<file path="config.mk">
export PLATFORM = sky130hd
export DESIGN_NAME = clk_en_sched
export DESIGN_NICKNAME = d
export VERILOG_FILES = /design/src/rtl/clk_sched_pkg.sv /design/src/rtl/clk_en_sched_tick_chan.sv /design/src/rtl/clk_en_sched.sv
export SDC_FILE = /design/constraint.sdc
export NUM_CORES = 1
export LEC_CHECK = 0
export CAP_MARGIN = 20
export CORE_UTILIZATION = 55
export DETAILED_ROUTE_END_ITERATION = 8
export PLACE_DENSITY_LB_ADDON = 0.3
export RECOVER_POWER = 25
export SLEW_MARGIN = 20
export SYNTH_ARGS = -nofsm -noshare
export SYNTH_HDL_FRONTEND = slang
export SYNTH_SLANG_ARGS = --single-unit
</file>
<file path="constraint.sdc">
create_clock -name clkin -period 12.65 [get_ports clkin]
set_input_delay 2.53 -clock clkin [delete_from_list [all_inputs] [get_ports clkin]]
set_output_delay 2.53 -clock clkin [all_outputs]
set_load 0.03 [all_outputs]
</file>
<file path="src/rtl/clk_sched_pkg.sv">
// Shared constants and config-FSM state encoding for the clock-enable scheduler.
package clk_sched_pkg;

    localparam int unsigned DIV_W  = 27;
    localparam int unsigned NUM_CH = 3;

    typedef enum logic {
        IDLE  = 1'b0,
        APPLY = 1'b1
    } cfg_state_e;

endpackage

</file>
<file path="src/rtl/clk_en_sched_tick_chan.sv">
// One tick channel: free-running divider producing a one-cycle tick and a square-wave level.
module tick_chan #(
    parameter int unsigned DIV_W = clk_sched_pkg::DIV_W
) (
    input  logic             clkin,
    input  logic             rst,
    input  logic             load_i,
    input  logic             en_i,
    input  logic [DIV_W-1:0] div_i,
    input  logic             sync_i,
    output logic             tick_o,
    output logic             lvl_o
);

    logic             en_q, en_d;
    logic [DIV_W-1:0] div_q, div_d;
    logic [DIV_W-1:0] cnt_q, cnt_d;
    logic             tick_q, tick_d;
    logic             lvl_q, lvl_d;

    always_comb begin
        en_d   = en_q;
        div_d  = div_q;
        cnt_d  = cnt_q;
        tick_d = 1'b0;
        if (load_i) begin
            en_d  = en_i;
            div_d = div_i;
            cnt_d = '0;
        end else if (!en_q || (div_q == '0)) begin
            cnt_d = '0;
        end else if (sync_i) begin
            // Phase alignment wins over a coincident wrap, so no tick here.
            cnt_d = '0;
        end else if (cnt_q == div_q - DIV_W'(1)) begin
            cnt_d  = '0;
            tick_d = 1'b1;
        end else begin
            cnt_d = cnt_q + DIV_W'(1);
        end
        // Level tracks the count that becomes visible on the same edge.
        lvl_d = en_d && (div_d != '0) && (cnt_d >= (div_d >> 1));
    end

    always_ff @(posedge clkin) begin
        if (rst) begin
            en_q   <= 1'b0;
            div_q  <= '0;
            cnt_q  <= '0;
            tick_q <= 1'b0;
            lvl_q  <= 1'b0;
        end else begin
            en_q   <= en_d;
            div_q  <= div_d;
            cnt_q  <= cnt_d;
            tick_q <= tick_d;
            lvl_q  <= lvl_d;
        end
    end

    assign tick_o = tick_q;
    assign lvl_o  = lvl_q;

endmodule

</file>
<file path="src/rtl/clk_en_sched.sv">
// Clock-enable scheduler: config handshake FSM driving NUM_CH independent tick channels.
module clk_en_sched #(
    parameter int unsigned NUM_CH = clk_sched_pkg::NUM_CH,
    parameter int unsigned DIV_W  = clk_sched_pkg::DIV_W
) (
    input  logic              clkin,
    input  logic              rst,
    input  logic              cfg_valid,
    output logic              cfg_ready,
    input  logic [1:0]        cfg_chan,
    input  logic              cfg_en,
    input  logic [DIV_W-1:0]  cfg_div,
    input  logic              sync_i,
    output logic [NUM_CH-1:0] tick_o,
    output logic [NUM_CH-1:0] lvl_o,
    output logic              busy_o,
    output logic              err_o
);

    import clk_sched_pkg::cfg_state_e;
    import clk_sched_pkg::IDLE;
    import clk_sched_pkg::APPLY;

    cfg_state_e       state_q, state_d;
    logic [1:0]       chan_q;
    logic             en_q;
    logic [DIV_W-1:0] div_q;
    logic             err_q;
    logic             hs;
    logic             apply;
    logic             chan_ok;

    always_comb begin
        state_d = state_q;
        unique case (state_q)
            IDLE:    if (cfg_valid) state_d = APPLY;
            APPLY:   state_d = IDLE;
            default: state_d = IDLE;
        endcase
    end

    assign cfg_ready = (state_q == IDLE);
    assign busy_o    = (state_q == APPLY);
    assign hs        = cfg_valid && cfg_ready;
    assign apply     = busy_o;
    assign chan_ok   = 32'(chan_q) < NUM_CH;
    assign err_o     = err_q;

    always_ff @(posedge clkin) begin
        if (rst) begin
            state_q <= IDLE;
            chan_q  <= '0;
            en_q    <= 1'b0;
            div_q   <= '0;
            err_q   <= 1'b0;
        end else begin
            state_q <= state_d;
            err_q   <= apply && !chan_ok;
            if (hs) begin
                chan_q <= cfg_chan;
                en_q   <= cfg_en;
                div_q  <= cfg_div;
            end
        end
    end

    for (genvar i = 0; i < NUM_CH; i++) begin : g_chan
        tick_chan #(
            .DIV_W(DIV_W)
        ) u_chan (
            .clkin  (clkin),
            .rst    (rst),
            .load_i (apply && (32'(chan_q) == i)),
            .en_i   (en_q),
            .div_i  (div_q),
            .sync_i (sync_i),
            .tick_o (tick_o[i]),
            .lvl_o  (lvl_o[i])
        );
    end

endmodule
</file>
# Word level (Yosys, flattened, before mapping)
# Cells that the tools add are included.
# word_totals
regBits,203
in_bits,34
output_inout_bits,9
wordCells,87
# classes
add_sub_neg,6
order_cmp,4
eq_ne,5
n_mux,23
bitwise,1
reduce_logical,28
# ops
operator,n
$mux 27,15
$add 27x1->27 const B,3
$eq 27x27->1,3
$ge 27x26->1,3
$logic_not 27->1,3
$reduce_bool 27->1,3
$sub 27x1->27 const B,3
$reduce_or 4->1,3
$logic_and 1x1->1,11
$mux 1,7
$logic_not 1->1,4
$logic_or 1x1->1,3
$eq 2x1->1 const B,1
$eq 2x2->1 const B,1
$logic_not 2->1,1
$lt 2x2->1 const B,1
$pmux 1 s2,1
$not 1->1,1

# Longest topological paths before layout
# Gate-level depths: netlist (run 1).
# logic_depth
word_depth,8
mapped_depth,20
ltp_nobuf,17

# Modules after synthesis
# From an unflattened synthesis (run 1), not the netlist that was laid out.
# unflattened
cells_unflattened,1687
hier_area_um2,14447.6
# modules_own_cells
mod,n_inst,cells_each,area_each_um2,seq_area_each_um2
tick_chan at g_chan[0].u_chan ...,2,503,4292.9,1141.1
tick_chan at g_chan[2].u_chan,1,536,4377.9,1141.1
clk_en_sched,1,145,1483.9,640.6

# Worst setup path before layout (run 1)
# Ideal clock, no wire load.
# synth_timing
kind,input to register
from,input port sync_i
to,register g_chan[2].u_chan.lvl_q
setup_ns,0.123
arrival_time_ns,4.976
t_required_ns,12.527
setup_slack_ns,7.551
stages,11
n_path_buf,1
path_cell_list,inv_1 -> o2111ai_1 -> clkbuf_1 -> nor3_1 -> ha_1 -> a2111oi_0 -> a21oi_1 -> o41a_1 -> o311ai_0 -> a21oi_1 -> o21bai_1
# synth_via
elab_chain_cells,5
# synth_rtl
item,line,text
"start, declared",clk_en_sched.sv:13,"input logic sync_i,"
$mux 27,clk_en_sched_tick_chan.sv:32,end else if (sync_i) begin
$mux 27,clk_en_sched_tick_chan.sv:30,end else if (!en_q || (div_q == '0)) begin
$mux 27,clk_en_sched_tick_chan.sv:26,if (load_i) begin
via g_chan[2].u_chan.cnt_d[8],clk_en_sched_tick_chan.sv:17,"logic [DIV_W-1:0] cnt_q, cnt_d;"
$ge 27x26->1,clk_en_sched_tick_chan.sv:42,lvl_d = en_d && (div_d != '0) && (cnt_d >= (div_d >> 1));
$logic_and 1x1->1,clk_en_sched_tick_chan.sv:42,
"end signal, assigned",clk_en_sched_tick_chan.sv:57,lvl_q <= lvl_d;
"end, declared",clk_en_sched_tick_chan.sv:19,"logic lvl_q, lvl_d;"
# The timed path passes the listed nets, and every way through them passes these cells.
# A chain may end at the register's enable or synchronous reset.

==> flow_summary.json, run 1 <==
{
  "holdPathStages": 2,
  "layout_commonest_cell": "dfxtp_1",
  "synth.area.top_cells": "dfxtp_1 29%, ha_1 7.6%, xnor2_1 6.4%, mux2i_1 5.8%, nor4_1 5.5%",
  "vias_per_cell": 6.33,
  "start_util_pct": 56.6,
  "crit_type": "in2reg",
  "path_max_fanout": 116,
  "nets": 1792,
  "power_frac_clock_pct": 46.8,
  "ant_nets": 0,
  "antenna_found_initial": 0,
  "status": "finished with violations",
  "drt_iter0_drc": 1170,
  "holdWs_ns": 0.531,
  "rsz0062_at_grt": "no",
  "core_mm2": 0.0245,
  "r2r_cells": 17,
  "grt_pass1_vias": 12000,
  "arrival_ns": 7.83,
  "cts_sinks": 203,
  "cts_tree": "done",
  "grt_pass1_wl_um": 63400,
  "synth_warnings": 0,
  "critPathMaxStageDelay_ns": 3.45,
  "setup_viol_count_final": 0,
  "synthArstFlopShare_pct": 0,
  "area_growth_pct": 8.81,
  "clk_pin_slew_worst_paths_ns": 0.06,
  "synth.top_cell.area_share_pct": 29.2,
  "htreeDepth": 1,
  "clk_latency_ns": 0.51,
  "cp_num_buf_inv": 2,
  "p_int_mw": 1.14,
  "synth_cell_types": 79,
  "fp.dieW_um": 161,
  "portBuffers": 42,
  "ys_seq_area_share_pct": 29.2,
  "tightest_slew_ns": 5.13,
  "die_area_mm2": 0.0259,
  "rrSetupSlack_ns": 7.15,
  "critPathSlowestCell": "clkbuf_1",
  "switching_share_pct": 24.6,
  "leakage_nw": 6.00,
  "synth_area_leader_cell": "dfxtp_1",
  "hold_class": "reg2reg",
  "hpwl_um": 29500,
  "hold_start": "chan_q[1]$_SDFFE_PP0P_",
  "syn_inst": 1710,
  "placed_cell_area_mm2": 0.0143,
  "synth_seq_cells": 203,
  "gp_congestion": 0.990,
  "drtPass1Iterations": 9,
  "num_vias": 12800,
  "die_h_um": 161,
  "seq_power_share_pct": 44.1,
  "final_cell_mix": "203 x dfxtp_1, 158 x nor2_1, 128 x nand2_1",
  "endpoint_kind": "register",
  "final_max_slew_viol_count": 117,
  "post_cts_buffers": 0,
  "crit_family": "buffers and inverters",
  "synth_edf_count": 0,
  "yosys_most_used_dff": "dfxtp_1",
  "nFillCells": 2139,
  "ir_drop_uv": 118,
  "io_pins": 43,
  "path_cells": "clkbuf_1, buf_4, nor2_1, o21ai_0, a221o_1, o41ai_1",
  "timing.rr.end": "g_chan[2].u_chan.lvl_o$_SDFF_PP0_",
  "cts_resized": 0,
  "violations": "DRC, capacitance limit, slew limit",
  "p_per_area_mw_per_mm2": 100,
  "syn_area_mm2": 0.0139,
  "post-route-util_pct": 61.6,
  "cp-start-kind": "input pin",
  "postCtsHoldBufs": 0,
  "power_mw": 1.52,
  "synth.avg_cell_area_um2": 8.13,
  "relSlewSlack_pct": -242,
  "fmax_ghz": 0.134,
  "totalWireLength_um": 39900,
  "p_comb_share_pct": 9.1,
  "cts_root_buffer": "clkbuf_16",
  "worstPathRequired_ns": 13.02,
  "layout-drive-gt1-share_pct": 5.15,
  "rows": 57,
  "antennaDiodeCount": 0,
  "hold_end": "chan_q[1]$_SDFFE_PP0P_",
  "routedWlPerCell_um": 19.8,
  "drc": 3,
  "numCtsBuffers": 22,
  "grt_usage_pct": 30.4,
  "tns_ns": 0,
  "cts_buffer_depth": 3,
  "grt_max_degree": 117,
  "p_switching_mw": 0.373,
  "rr_startpoint": "g_chan[2].u_chan.div_q[0]$_SDFF_PP0_",
  "syn-num-nets": 1828,
  "hold_viol_final": 0,
  "fin_area_mm2": 0.0151,
  "fin_worst_skew_ns": 0.00781,
  "finalCritPeriodShare_pct": 59.0,
  "gr-total-overflow": 0,
  "period_needed_ns": 7.46,
  "timing.max_cap.violations": 1
}
[worst register-to-register path, stage by stage, from the launching register on]
cell and delay [ns]:
dfxtp_1 0.37, inv_1 0.08, ha_1 0.18, or4b_1 0.55, nor4_1 0.73, o2111ai_1 0.22, a22oi_1 0.20, nand4_1 0.22
a2111oi_4 0.31, buf_4 0.50, nor3_1 0.13, ha_1 0.34, a2111oi_0 0.43, a21oi_1 0.13, o41a_1 0.39, o311ai_0 0.34
a21oi_1 0.11, o21bai_1 0.16
[metal layers]
metal | vias to the layer above | global-route usage [%] | part of all wire [%]
met5 | - | 0 | 0
li1 | 6194 | - | -
met3 | 93 | 3.05 | 6.2
met2 | 458 | 49.8 | 46
met1 | 6013 | 40.9 | 44
met4 | 0 | 12.3 | 3.8
[state kept, by name, summed over array words and instances, names as in the netlist]
register / flops
g_chan.u_chan.cnt_q: 81
g_chan.u_chan.div_q: 81
div_q: 27
g_chan.u_chan.en_q: 3
g_chan.u_chan.lvl_o: 3
g_chan.u_chan.tick_o: 3
chan_q: 2
busy_o: 1
en_q: 1
err_o: 1
[per-stage QoR]
stage	worst slack, ns	std cells
floorplan	7.55	1710
global placement	6.74	1974
detailed placement	6.71	1974
CTS	7.20	2014
global route	4.69	2014
finish	5.19	2014
[power groups by stage]
stage	Combinational [mW]	Sequential, mW	Clock, mW
after global routing	0.150	0.669	0.742
after global placement	0.133	0.682	0
after floorplan	0.0983	0.669	0
after CTS	0.136	0.668	0.719
final	0.137	0.669	0.710
after detailed placement	0.135	0.682	0
[synthesized netlist by cell type, drive strengths merged (5+ instances only)]
cell	n
nor4	128
mux2i	81
a21o	22
nand2b	7
ha	84
or2	6
a2111oi	6
inv	39
o31ai	8
a31oi	10
xor2	74
and3	17
o211ai	11
or3	24
o311ai	7
and4	11
nor4b	7
nor3b	12
o2111ai	5
nor3	126
o21a	7
nor2b	18
nand4	45
dfxtp	203
a21oi	63
clkbuf	85
xnor2	101
nor2	158
buf	31
nand3	60
o21ai	33
nand2	128
a211oi	13
and2	6
or4	18
[layout make-up]
| cell class | instances | area, um2 | share of cell area [%] |
|---|---|---|---|
| clock inverter | 9 | 156 | 1.03 |
| inverter | 39 | 146 | 0.968 |
| timing repair buffer | 56 | 519 | 3.43 |
| multi-input combinational | 1352 | 9180 | 60.7 |
| tap | 324 | 405 | 2.68 |
| clock buffer | 31 | 646 | 4.27 |
| sequential | 203 | 4060 | 26.9 |
[cell families after synthesis]
family,share of synthesized area [%]
compound gates,11.1
xor+xnor,11.0
fa+ha+maj,7.56
buf+inv,4.99
flops,29.2
mux,6.08
simple gates,30.0
[worst max path at each step]
| stage | slack, ns | to | from | cells after the start |
|---|---|---|---|---|
| global route | 4.69 | g_chan[1].u_chan.lvl_o$_SDFF_PP0_ | rst | 6 |
| floorplan | 7.55 | g_chan[2].u_chan.lvl_o$_SDFF_PP0_ | sync_i | 11 |
| global placement | 6.74 | g_chan[2].u_chan.lvl_o$_SDFF_PP0_ | sync_i | 12 |
| detailed placement | 6.71 | g_chan[2].u_chan.lvl_o$_SDFF_PP0_ | sync_i | 12 |
| finish | 5.19 | g_chan[1].u_chan.lvl_o$_SDFF_PP0_ | rst | 6 |
| CTS | 7.20 | g_chan[2].u_chan.lvl_o$_SDFF_PP0_ | g_chan[2].u_chan.div_q[0]$_SDFF_PP0_ | 17 |
Power figures use the tool's default switching activity.
==> inputs of run 2 (changes only) <==
- clock period: 12.65 -> 7.6 ns (I/O delays scaled with it)
==> run 2 against run 1 <==
The flow finishes with violations (capacitance limit, slew limit). Hold slack got worse by 0.020 ns. Final area grew 0.66%. Non-clock buffer count grew 2. Worst setup slack lost 3.4 ns. Final cell count is 0.30% higher. Combinational power grew 67%. Sequential cell count is the same. Core utilization increased by 0.41 points. Critical endpoint is now g_chan[0].u_chan.lvl_o$_SDFF_PP0_. Highest routed layer unchanged.
==> flow_summary.json, run 2 (same netlist as run 1, synthesis figures left out) <==
{
  "htreeDepth": 1,
  "post_cts_buffers": 0,
  "tns_ns": 0,
  "grt_pass1_wl_um": 64100,
  "p_comb_share_pct": 8.7,
  "cp-start-kind": "input pin",
  "endpoint_kind": "register",
  "rows": 57,
  "cts_root_buffer": "clkbuf_16",
  "switching_share_pct": 24.6,
  "drc": 0,
  "start_util_pct": 56.6,
  "die_area_mm2": 0.0259,
  "core_mm2": 0.0245,
  "vias_per_cell": 6.39,
  "postCtsHoldBufs": 0,
  "rrSetupSlack_ns": 1.85,
  "crit_family": "buffers and inverters",
  "ant_nets": 0,
  "drt_iter0_drc": 1138,
  "finalCritPeriodShare_pct": 76.5,
  "grt_max_degree": 103,
  "clk_latency_ns": 0.53,
  "path_cells": "clkbuf_1, buf_4, nor2_1, o21a_1, or3b_2, o21ai_0",
  "leakage_nw": 6.06,
  "totalWireLength_um": 39900,
  "p_per_area_mw_per_mm2": 173,
  "fp.dieW_um": 161,
  "reg_top3": "g_chan.u_chan.cnt_q: 81 flops, g_chan.u_chan.div_q: 81 flops, div_q: 27 flops",
  "crit_type": "in2reg",
  "status": "finished with violations",
  "hpwl_um": 30000,
  "tightest_slew_ns": 4.62,
  "area_growth_pct": 9.53,
  "final_cell_mix": "203 x dfxtp_1, 158 x nor2_1, 128 x nand2_1",
  "power_frac_clock_pct": 49.0,
  "hold_class": "reg2reg",
  "cts_tree": "done",
  "io_pins": 43,
  "rr_startpoint": "g_chan[2].u_chan.div_q[0]$_SDFF_PP0_",
  "power_mw": 2.63,
  "layout_commonest_cell": "dfxtp_1",
  "portBuffers": 42,
  "layout-drive-gt1-share_pct": 5.54,
  "p_int_mw": 1.98,
  "num_vias": 12900,
  "grt_usage_pct": 30.7,
  "period_needed_ns": 5.82,
  "timing.rr.end": "g_chan[2].u_chan.lvl_o$_SDFF_PP0_",
  "timing.max_cap.violations": 2,
  "cp.depth": 6,
  "cts_sinks": 203,
  "cp_num_buf_inv": 2,
  "fmax_ghz": 0.172,
  "cts_buffer_depth": 3,
  "critPathSlowestCell": "clkbuf_1",
  "seq_power_share_pct": 42.3,
  "grt_pass1_vias": 12100,
  "antenna_found_initial": 0,
  "gr-total-overflow": 0,
  "violations": "capacitance limit, slew limit",
  "routedWlPerCell_um": 19.8,
  "final_max_slew_viol_count": 139,
  "r2r_cells": 17,
  "relSlewSlack_pct": -208,
  "cp-endpoint": "g_chan[0].u_chan.lvl_o$_SDFF_PP0_",
  "hold_viol_final": 0,
  "rsz0062_at_grt": "no",
  "nets": 1796,
  "drtPass1Iterations": 6,
  "antennaDiodeCount": 0,
  "cp-startpoint": "rst",
  "clk_pin_slew_worst_paths_ns": 0.06,
  "setup_viol_count_final": 0,
  "numCtsBuffers": 24,
  "fin_worst_skew_ns": 0.0165,
  "p_switching_mw": 0.647,
  "worstPathRequired_ns": 7.98,
  "ir_drop_uv": 173,
  "path_max_fanout": 102,
  "die_h_um": 161,
  "gp_congestion": 0.961,
  "arrival_ns": 6.19,
  "critPathMaxStageDelay_ns": 3.18,
  "cts_resized": 0
}
run 2: changes by cell type in the layout (fill, tap and decap cells not counted), sizes merged:
| cell | change |
|---|---|
| buf | +1 |
| bufinv | +1 |
| clkinvlp | -1 |
| clkinv | +5 |
run 2: power groups by stage:
stage,sequential [mW],clock (mW),combinational [mW]
2_1_floorplan,1.11,0,0.164
3_3_place_gp,1.14,0,0.221
3_5_place_dp,1.14,0,0.224
4_1_cts,1.11,1.30,0.225
5_1_grt,1.11,1.34,0.250
6_report,1.11,1.29,0.229
run 2: cell type report:
cell class | count | area [um2]
Clock buffer | 30 | 684
Clock inverter | 14 | 211
Fill cell | 2123 | 9320
Inverter | 39 | 146
Multi-Input combinational cell | 1352 | 9180
Sequential cell | 203 | 4060
Tap cell | 324 | 405
Timing Repair Buffer | 58 | 531
run 2: stage by stage:
stage	setup WS, ns	cell area (um2)	hold slack (ns)	cells	utilization, %
2_1_floorplan	2.86	13900	0.461	1710	-
3_3_place_gp	2.17	14300	0.494	1976	58.4
3_5_place_dp	1.95	14300	0.511	1976	58.4
4_1_cts	1.92	15200	0.520	2020	62.1
5_1_grt	1.48	15200	0.530	2020	62.0
6_report	1.78	15200	0.511	2020	62.0
run 2: layer usage:
metal	track usage (%)	vias up	part of all wire (%)
li1	-	6232	-
met1	40.9	6152	44
met2	52.2	433	47
met3	3.00	93	6.1
met4	9.39	0	3.0
met5	0	-	0
run 2: worst reg2reg max path, cell delays in order, from the launching register on:
cell       delay [ns]
dfxtp_1          0.36
inv_1            0.07
ha_1             0.19
or4b_1           0.55
nor4_1           0.64
o2111ai_1        0.21
a22oi_1          0.20
nand4_1          0.17
a2111oi_4        0.80
buf_4            0.35
nor3_1           0.08
ha_1             0.21
a2111oi_0        0.68
a21oi_1          0.16
o41a_1           0.39
o311ai_0         0.32
a21oi_1          0.10
o21bai_1         0.16
run 2: worst min path at each step:
stage	endpoint	slack, ns	startpoint	cells after the start
after CTS	chan_q[0]$_SDFFE_PP0P_	0.52	chan_q[0]$_SDFFE_PP0P_	2
after global placement	chan_q[0]$_SDFFE_PP0P_	0.49	chan_q[0]$_SDFFE_PP0P_	2
after global routing	chan_q[0]$_SDFFE_PP0P_	0.53	chan_q[0]$_SDFFE_PP0P_	2
final	chan_q[0]$_SDFFE_PP0P_	0.51	chan_q[0]$_SDFFE_PP0P_	2
after floorplan	en_q$_SDFFE_PP0P_	0.46	en_q$_SDFFE_PP0P_	2
after detailed placement	chan_q[0]$_SDFFE_PP0P_	0.51	chan_q[0]$_SDFFE_PP0P_	2
